===== config.mk =====
export PLATFORM = sky130hd
export DESIGN_NAME = apb_multi_slave_master
export DESIGN_NICKNAME = d
export VERILOG_FILES = /design/src/rtl/apb_global_pkg.sv /design/src/rtl/apb_addr_decoder.sv /design/src/rtl/apb_multi_slave_master.sv
export SDC_FILE = /design/constraint.sdc
export NUM_CORES = 1
export LEC_CHECK = 0
export ABC_CLOCK_PERIOD_IN_PS = 6440
export CORE_AREA = 2 2 292 294
export DETAILED_ROUTE_END_ITERATION = 12
export DIE_AREA = 0 0 294 296
export PLACE_DENSITY = 0.34
export SLEW_MARGIN = 30
export SYNTH_ARGS = -nofsm -noshare
export SYNTH_HDL_FRONTEND = slang
export SYNTH_SLANG_ARGS = --single-unit

===== constraint.sdc =====
create_clock -name pclk -period 6.44 [get_ports pclk]
set_input_delay 0.644 -clock pclk [delete_from_list [all_inputs] [get_ports pclk]]
set_output_delay 0.644 -clock pclk [all_outputs]
set_load 0.1 [all_outputs]

===== src/rtl/apb_global_pkg.sv =====
// Shared types and constants for the APB requester family.
package apb_global_pkg;

  typedef enum logic [1:0] {
    IDLE_STATE   = 2'd0,
    SETUP_STATE  = 2'd1,
    ACCESS_STATE = 2'd2
  } operation_states_e;

  localparam int DEFAULT_TIMEOUT_CYCLES = 256;
  localparam int RSP_DATA_MAX           = 32;

  typedef struct packed {
    logic [RSP_DATA_MAX-1:0] rdata;
    logic                    slverr;
    logic                    timeout;
  } apb_bridge_rsp_s;

  // Index width that stays legal for a single completer.
  function automatic int idx_width(input int n);
    return (n > 1) ? $clog2(n) : 1;
  endfunction

endpackage


===== src/rtl/apb_addr_decoder.sv =====
// Maps a byte address onto a completer window: range flag, index and one-hot select.
module apb_addr_decoder
  import apb_global_pkg::*;
#(
  parameter int          NO_OF_SLAVES   = 16,
  parameter int          ADDRESS_LENGTH = 32,
  parameter logic [31:0] BASE_ADDR      = 32'h0,
  parameter logic [31:0] SLAVE_SPAN     = 32'h1000,
  parameter int          IDX_W          = idx_width(NO_OF_SLAVES)
) (
  input  logic [ADDRESS_LENGTH-1:0] addr_i,
  output logic                      in_range_o,
  output logic [IDX_W-1:0]          idx_o,
  output logic [NO_OF_SLAVES-1:0]   psel_o
);

  localparam int SPAN_SHIFT = $clog2(SLAVE_SPAN);

  logic [31:0] addr_ext;
  logic [31:0] window;

  // Window number is the offset from the base divided by the power-of-two span.
  always_comb begin
    addr_ext                       = 32'd0;
    addr_ext[ADDRESS_LENGTH-1:0]   = addr_i;
    window     = (addr_ext - BASE_ADDR) >> SPAN_SHIFT;
    in_range_o = (addr_ext >= BASE_ADDR) && (window < 32'(NO_OF_SLAVES));
    idx_o      = window[IDX_W-1:0];
    psel_o     = '0;
    for (int i = 0; i < NO_OF_SLAVES; i++) begin
      psel_o[i] = in_range_o && (window == 32'(i));
    end
  end

endmodule


===== src/rtl/apb_multi_slave_master.sv =====
// APB4 requester: valid/ready command port to NO_OF_SLAVES completers with a one-entry response buffer.
module apb_multi_slave_master
  import apb_global_pkg::*;
#(
  parameter int          NO_OF_SLAVES   = 16,
  parameter int          ADDRESS_LENGTH = 32,
  parameter int          DATA_WIDTH     = 32,
  parameter logic [31:0] BASE_ADDR      = 32'h0,
  parameter logic [31:0] SLAVE_SPAN     = 32'h1000,
  parameter int          TIMEOUT_CYCLES = DEFAULT_TIMEOUT_CYCLES
) (
  input  logic                               pclk,
  input  logic                               preset_n,
  input  logic                               req_valid,
  output logic                               req_ready,
  input  logic                               req_write,
  input  logic [ADDRESS_LENGTH-1:0]          req_addr,
  input  logic [DATA_WIDTH-1:0]              req_wdata,
  input  logic [DATA_WIDTH/8-1:0]            req_strb,
  input  logic [2:0]                         req_prot,
  output logic                               rsp_valid,
  input  logic                               rsp_ready,
  output logic [DATA_WIDTH-1:0]              rsp_rdata,
  output logic                               rsp_slverr,
  output logic                               rsp_timeout,
  output logic [ADDRESS_LENGTH-1:0]          paddr,
  output logic [NO_OF_SLAVES-1:0]            psel,
  output logic                               penable,
  output logic                               pwrite,
  output logic [2:0]                         pprot,
  output logic [DATA_WIDTH/8-1:0]            pstrb,
  output logic [DATA_WIDTH-1:0]              pwdata,
  input  logic [NO_OF_SLAVES*DATA_WIDTH-1:0] prdata,
  input  logic [NO_OF_SLAVES-1:0]            pready,
  input  logic [NO_OF_SLAVES-1:0]            pslverr
);

  localparam int STRB_W = DATA_WIDTH / 8;
  localparam int IDX_W  = idx_width(NO_OF_SLAVES);
  localparam int CNT_W  = (TIMEOUT_CYCLES > 0) ? $clog2(TIMEOUT_CYCLES + 1) : 1;
  localparam logic [CNT_W-1:0] CNT_LAST = CNT_W'((TIMEOUT_CYCLES > 0) ? TIMEOUT_CYCLES - 1 : 0);

  operation_states_e         state_q,   state_d;
  logic [ADDRESS_LENGTH-1:0] paddr_q,   paddr_d;
  logic [NO_OF_SLAVES-1:0]   psel_q,    psel_d;
  logic                      penable_q, penable_d;
  logic                      pwrite_q,  pwrite_d;
  logic [2:0]                pprot_q,   pprot_d;
  logic [STRB_W-1:0]         pstrb_q,   pstrb_d;
  logic [DATA_WIDTH-1:0]     pwdata_q,  pwdata_d;
  logic [IDX_W-1:0]          idx_q,     idx_d;
  logic [CNT_W-1:0]          cnt_q,     cnt_d;
  logic                      rsp_valid_q, rsp_valid_d;
  apb_bridge_rsp_s           rsp_q,     rsp_d;
  logic                      derr_pend_q, derr_pend_d;

  logic                    dec_in_range;
  logic [IDX_W-1:0]        dec_idx;
  logic [NO_OF_SLAVES-1:0] dec_psel;
  logic                    sel_ready, sel_err, rsp_space, timeout_hit, done;
  logic                    accept, start, derr;
  logic [DATA_WIDTH-1:0]   sel_rdata;

  apb_addr_decoder #(
    .NO_OF_SLAVES  (NO_OF_SLAVES),
    .ADDRESS_LENGTH(ADDRESS_LENGTH),
    .BASE_ADDR     (BASE_ADDR),
    .SLAVE_SPAN    (SLAVE_SPAN),
    .IDX_W         (IDX_W)
  ) u_decoder (
    .addr_i    (req_addr),
    .in_range_o(dec_in_range),
    .idx_o     (dec_idx),
    .psel_o    (dec_psel)
  );

  // Completion waits for buffer space, so a back-to-back response can never overwrite a held one.
  always_comb begin
    sel_ready   = pready[idx_q];
    sel_err     = pslverr[idx_q];
    sel_rdata   = prdata[int'(idx_q) * DATA_WIDTH +: DATA_WIDTH];
    rsp_space   = !rsp_valid_q || rsp_ready;
    timeout_hit = (TIMEOUT_CYCLES > 0) && !sel_ready && (cnt_q == CNT_LAST);
    done        = (state_q == ACCESS_STATE) && rsp_space && (sel_ready || timeout_hit);
    req_ready   = preset_n && !derr_pend_q && rsp_space && ((state_q == IDLE_STATE) || done);
    accept      = req_valid && req_ready;
    start       = accept && dec_in_range;
    derr        = accept && !dec_in_range;
  end

  // Next-state for the FSM, APB phase registers, timeout counter and response buffer.
  always_comb begin
    state_d     = state_q;
    paddr_d     = paddr_q;
    psel_d      = psel_q;
    penable_d   = penable_q;
    pwrite_d    = pwrite_q;
    pprot_d     = pprot_q;
    pstrb_d     = pstrb_q;
    pwdata_d    = pwdata_q;
    idx_d       = idx_q;
    cnt_d       = cnt_q;
    rsp_valid_d = rsp_valid_q && !rsp_ready;
    rsp_d       = rsp_q;
    derr_pend_d = derr_pend_q;

    case (state_q)
      IDLE_STATE:   state_d = start ? SETUP_STATE : IDLE_STATE;
      SETUP_STATE:  state_d = ACCESS_STATE;
      ACCESS_STATE: begin
        if (done) state_d = start ? SETUP_STATE : IDLE_STATE;
        else      state_d = ACCESS_STATE;
      end
      default:      state_d = IDLE_STATE;
    endcase

    if (start) begin
      paddr_d   = req_addr;
      psel_d    = dec_psel;
      penable_d = 1'b0;
      pwrite_d  = req_write;
      pprot_d   = req_prot;
      pstrb_d   = req_write ? req_strb : '0;
      pwdata_d  = req_wdata;
      idx_d     = dec_idx;
    end else if (state_q == SETUP_STATE) begin
      penable_d = 1'b1;
    end else if (done) begin
      psel_d    = '0;
      penable_d = 1'b0;
    end else begin
      penable_d = penable_q;
    end

    if (state_q == SETUP_STATE) begin
      cnt_d = '0;
    end else if ((state_q == ACCESS_STATE) && !sel_ready) begin
      cnt_d = cnt_q + CNT_W'(1);
    end else begin
      cnt_d = cnt_q;
    end

    // A decode error accepted alongside a completion is parked until the buffer frees.
    if (done) begin
      rsp_valid_d   = 1'b1;
      rsp_d.rdata   = '0;
      rsp_d.timeout = !sel_ready;
      rsp_d.slverr  = sel_err || !sel_ready;
      if (sel_ready && !pwrite_q) rsp_d.rdata[DATA_WIDTH-1:0] = sel_rdata;
      else                        rsp_d.rdata = '0;
      derr_pend_d   = derr;
    end else if (derr || (derr_pend_q && rsp_space)) begin
      rsp_valid_d   = 1'b1;
      rsp_d.rdata   = '0;
      rsp_d.slverr  = 1'b1;
      rsp_d.timeout = 1'b0;
      derr_pend_d   = 1'b0;
    end else begin
      derr_pend_d   = derr_pend_q;
    end
  end

  // State registers with synchronous active-low reset.
  always_ff @(posedge pclk) begin
    if (!preset_n) begin
      state_q     <= IDLE_STATE;
      paddr_q     <= '0;
      psel_q      <= '0;
      penable_q   <= 1'b0;
      pwrite_q    <= 1'b0;
      pprot_q     <= 3'd0;
      pstrb_q     <= '0;
      pwdata_q    <= '0;
      idx_q       <= '0;
      cnt_q       <= '0;
      rsp_valid_q <= 1'b0;
      rsp_q       <= '0;
      derr_pend_q <= 1'b0;
    end else begin
      state_q     <= state_d;
      paddr_q     <= paddr_d;
      psel_q      <= psel_d;
      penable_q   <= penable_d;
      pwrite_q    <= pwrite_d;
      pprot_q     <= pprot_d;
      pstrb_q     <= pstrb_d;
      pwdata_q    <= pwdata_d;
      idx_q       <= idx_d;
      cnt_q       <= cnt_d;
      rsp_valid_q <= rsp_valid_d;
      rsp_q       <= rsp_d;
      derr_pend_q <= derr_pend_d;
    end
  end

  assign paddr       = paddr_q;
  assign psel        = psel_q;
  assign penable     = penable_q;
  assign pwrite      = pwrite_q;
  assign pprot       = pprot_q;
  assign pstrb       = pstrb_q;
  assign pwdata      = pwdata_q;
  assign rsp_valid   = rsp_valid_q;
  assign rsp_rdata   = rsp_q.rdata[DATA_WIDTH-1:0];
  assign rsp_slverr  = rsp_q.slverr;
  assign rsp_timeout = rsp_q.timeout;

endmodule


==> flow_metrics.py <==
metrics = {
    "synthesis": {
        "post_synth_instance_area_mm2": 0.00920,
        "syn-num-nets": 1397,
        "biggest_area_contributors_in_the_synthesized_netlist": "mux4_2, dfxtp_1, mux2i_1, nand2_1, o2bb2ai_1",
        "avgSynthCellArea_um2": 11.9,
        "synth-seq-area-share": 0.296,
        "ys_warn_count": 0,
        "netlist-cell-type-count": 40,
        "postSynthCellCount": 775,
        "synthDominantAreaCellType": "mux4_2",
        "seq_cells_post_synth": 136,
        "yosys.area.top_type_share": 0.409,
    },
    "worst_setup_path": {
        "critPathCaptureType": "output port",
        "regToRegSetupSlack_ps": 2770,
        "cpMaxStageDelayCell": "clkdlybuf4s50_1",
        "critPathLaunchType": "flip-flop",
        "cp_cell_sequence": "buf_4 -> nor2_1 -> a22oi_1 -> nand3_1 -> a311o_1 -> buf_4 -> a21oi_1 -> clkdlybuf4s50_1",
        "worst-path-max-fanout": 30,
        "critical_path_required_ps": 5800,
        "timing.critical_path.max_delay_family": "buffers and inverters",
        "critical_path.max_stage_delay_ps": 1150,
        "critical_path_arrival_ps": 4050,
        "path_class": "reg2out",
        "path_common_cell": "buf_4",
        "critPathBufInv": 3,
    },
    "global_route": {
        "grt_max_degree": 87,
        "grt_antenna_before_repair": 7,
        "grt.total_usage": 0.132,
        "grt_first_pass_wirelength_um": 81400,
        "number_of_global_route_vias_before_repair": 10700,
        "globalRouteOverflowTotal": 0,
    },
    "floorplan": {
        "floorplan.core_area_mm2": 0.0842,
        "total_die_area_mm2": 0.0870,
        "floorplan_die_width_um": 294,
        "std_cell_rows": 107,
        "fp.dieH_um": 296,
        "start_util": 0.109,
        "io-pin-count": 745,
    },
    "power_and_ir_drop": {
        "p_leak_uw": 0.00647,
        "power-per-cell-area_mw_per_mm2": 134,
        "peakVddDrop_mv": 0.173,
    },
    "layout": {
        "area_delta_synth_final_pct": 97.9,
        "finalNetCount": 2098,
        "filler_cell_count": 9065,
        "finish.utilization": 0.216,
        "final_layout_size_suffix_gt1_frac": 0.173,
    },
    "drt": {
        "first_pass_iters": 4,
        "routed_wire_length_per_instance_um": 22.8,
        "via_per_instance_ratio": 3.82,
        "detail_route.drc_violations": 0,
        "drt_first_iter_violations": 405,
        "routed-via-count": 9843,
        "postRouteAntennaNets": 0,
        "detail_route.wirelength_um": 58900,
    },
    "clock_tree": {
        "cts_max_path_buffers": 2,
        "tritoncts": "done",
        "worstSkewPairLatency_ps": 470,
        "cts-buffers-inserted": 17,
        "cts.clk_slew.worst_paths_ps": 60,
        "cts_resized": 0,
        "post-cts-setup-buffer-count": 0,
        "tritoncts_num_sinks": 136,
        "cts_max_level": 4,
        "cts_root_buffer": "clkbuf_16",
        "hold_fix_buffers_at_cts": 0,
    },
    "status": {
        "outcome": "completed",
    },
    "placed_design": {
        "dpl.hpwl_um": 48800,
        "place_worst_setup_slack_ps": 1910,
        "placement.io_buffers": 744,
        "final_weighted_congestion_in_routability_driven_placement": 0.893,
    },
    "worst_hold_path": {
        "timing.hold.worst.class": "reg2reg",
    },
    "sta": {
        "final-max-slew-violation-count": 0,
        "finalCriticalPeriod_ps": 4690,
        "fmaxAchievable_mhz": 213,
        "setup_slack_ps": 1750,
        "timing.max_slew.rel_slack": 0.311,
        "post_route_setup_tns_ps": 0,
        "timing_worst_slew_pin_value_ps": 1030,
        "worst_clock_skew_ps": 19.5,
        "hold_viol": 0,
        "grt_setup_unrepaired": "false",
        "layout_worst_path_cycle_share": 0.728,
        "setup_violations": 0,
    },
    "flow_run": {
        "max_cap_violations": 0,
    },
}
==> stage by stage <==
step	instance area, µm²	total power (µW)	hold slack [ps]	instances
after floorplan	9200	984	453	775
after global placement	17800	1410	443	2546
after detailed placement	17600	1410	446	2547
after CTS	18200	2520	460	2578
after global routing	18200	2560	476	2578
final	18200	2450	456	2580
==> path summary, 6_finish.rpt <==
check / cells after the start / startpoint / to
setup reg to reg: 8 / paddr[14] / pwdata[6]
hold reg to reg: 2 / pprot[1] / pprot[1]
setup / recovery: 8 / paddr[13] / req_ready
hold / removal: 2 / pprot[1] / pprot[1]
==> synth_stat cells (all sizes together) <==
| library cell | count |
|---|---|
| a211oi | 1 |
| a21o | 1 |
| a21oi | 12 |
| a22o | 1 |
| a22oi | 1 |
| a311o | 1 |
| a311oi | 1 |
| and2 | 1 |
| and3 | 19 |
| and4b | 1 |
| buf | 33 |
| clkbuf | 41 |
| dfxtp | 136 |
| ha | 2 |
| inv | 75 |
| mux2i | 61 |
| mux4 | 167 |
| nand2 | 94 |
| nand2b | 4 |
| nand3 | 15 |
| nand3b | 1 |
| nand4 | 4 |
| nor2 | 6 |
| nor2b | 5 |
| nor3 | 4 |
| nor3b | 2 |
| nor4 | 4 |
| o2111ai | 16 |
| o21ai | 21 |
| o2bb2ai | 32 |
| o31ai | 1 |
| or2 | 1 |
| or3 | 8 |
| or4 | 1 |
| xnor2 | 1 |
| xor2 | 1 |
==> cell usage in the layout (no fill, tap or decap), types with 19 or more instances in the layout <==
cell	n
and3_1	19
buf_2	33
mux4_2	167
o21ai_0	21
dfxtp_1	133
clkdlybuf4s50_1	706
inv_1	72
o2bb2ai_1	32
mux2i_1	61
nand2_1	94
==> per-layer routing <==
| layer | GRT usage | wire, µm | vias to the layer above |
|---|---|---|---|
| met5 | 0 | 44 | - |
| li1 | - | - | 4428 |
| met2 | 0.237 | 29900 | 434 |
| met1 | 0.150 | 23300 | 4934 |
| met4 | 0.0302 | 722 | 8 |
| met3 | 0.0455 | 4920 | 39 |
==> power breakdown <==
group | switching, µW | internal [µW]
Clock | 450 | 607
Sequential | 0.338 | 840
Combinational | 142 | 409
==> flip-flops by register name, summed over array words and instances (netlist names) <==
| signal | cells |
|---|---|
| rsp_valid | 1 |
| pwdata | 32 |
| paddr | 32 |
| rsp_timeout | 1 |
| derr_pend_q | 1 |
| pwrite | 1 |
| pstrb | 4 |
| state_q | 2 |
| pprot | 3 |
| psel | 16 |
| rsp_rdata | 32 |
| rsp_slverr | 1 |
| penable | 1 |
| cnt_q | 9 |
==> cells by family after synthesis <==
family                   after synthesis  synth area share
AO/OA/AOI/OAI                         88            0.0699
XOR/XNOR                               2           0.00190
adder cells (fa/ha/maj)                2           0.00272
buffers and inverters                149            0.0678
flip-flops                           136             0.296
multiplexers                         228             0.475
AND/OR/NAND/NOR                      170            0.0867
==> worst reg2reg max path: stages (launching register included) <==
cell and delay (ps):
dfxtp_4 710, mux4_2 390, mux2i_1 600, and3_1 250, a311o_1 110, buf_4 270, a21o_2 220, buf_4 660
mux2i_1 400
==> cell type report <==
| type | count | area, µm² | share of cell area |
|---|---|---|---|
| clock buffer | 19 | 464 | 0.0255 |
| inverter | 75 | 283 | 0.0155 |
| timing repair buffer | 756 | 7370 | 0.404 |
| antenna | 2 | 5.00 | 0.000275 |
| clock inverter | 12 | 140 | 0.00769 |
| multi-input combinational | 490 | 5860 | 0.322 |
| tap | 1090 | 1360 | 0.0749 |
| sequential | 136 | 2730 | 0.150 |
Note: power is estimated with default switching activity, not from simulation.
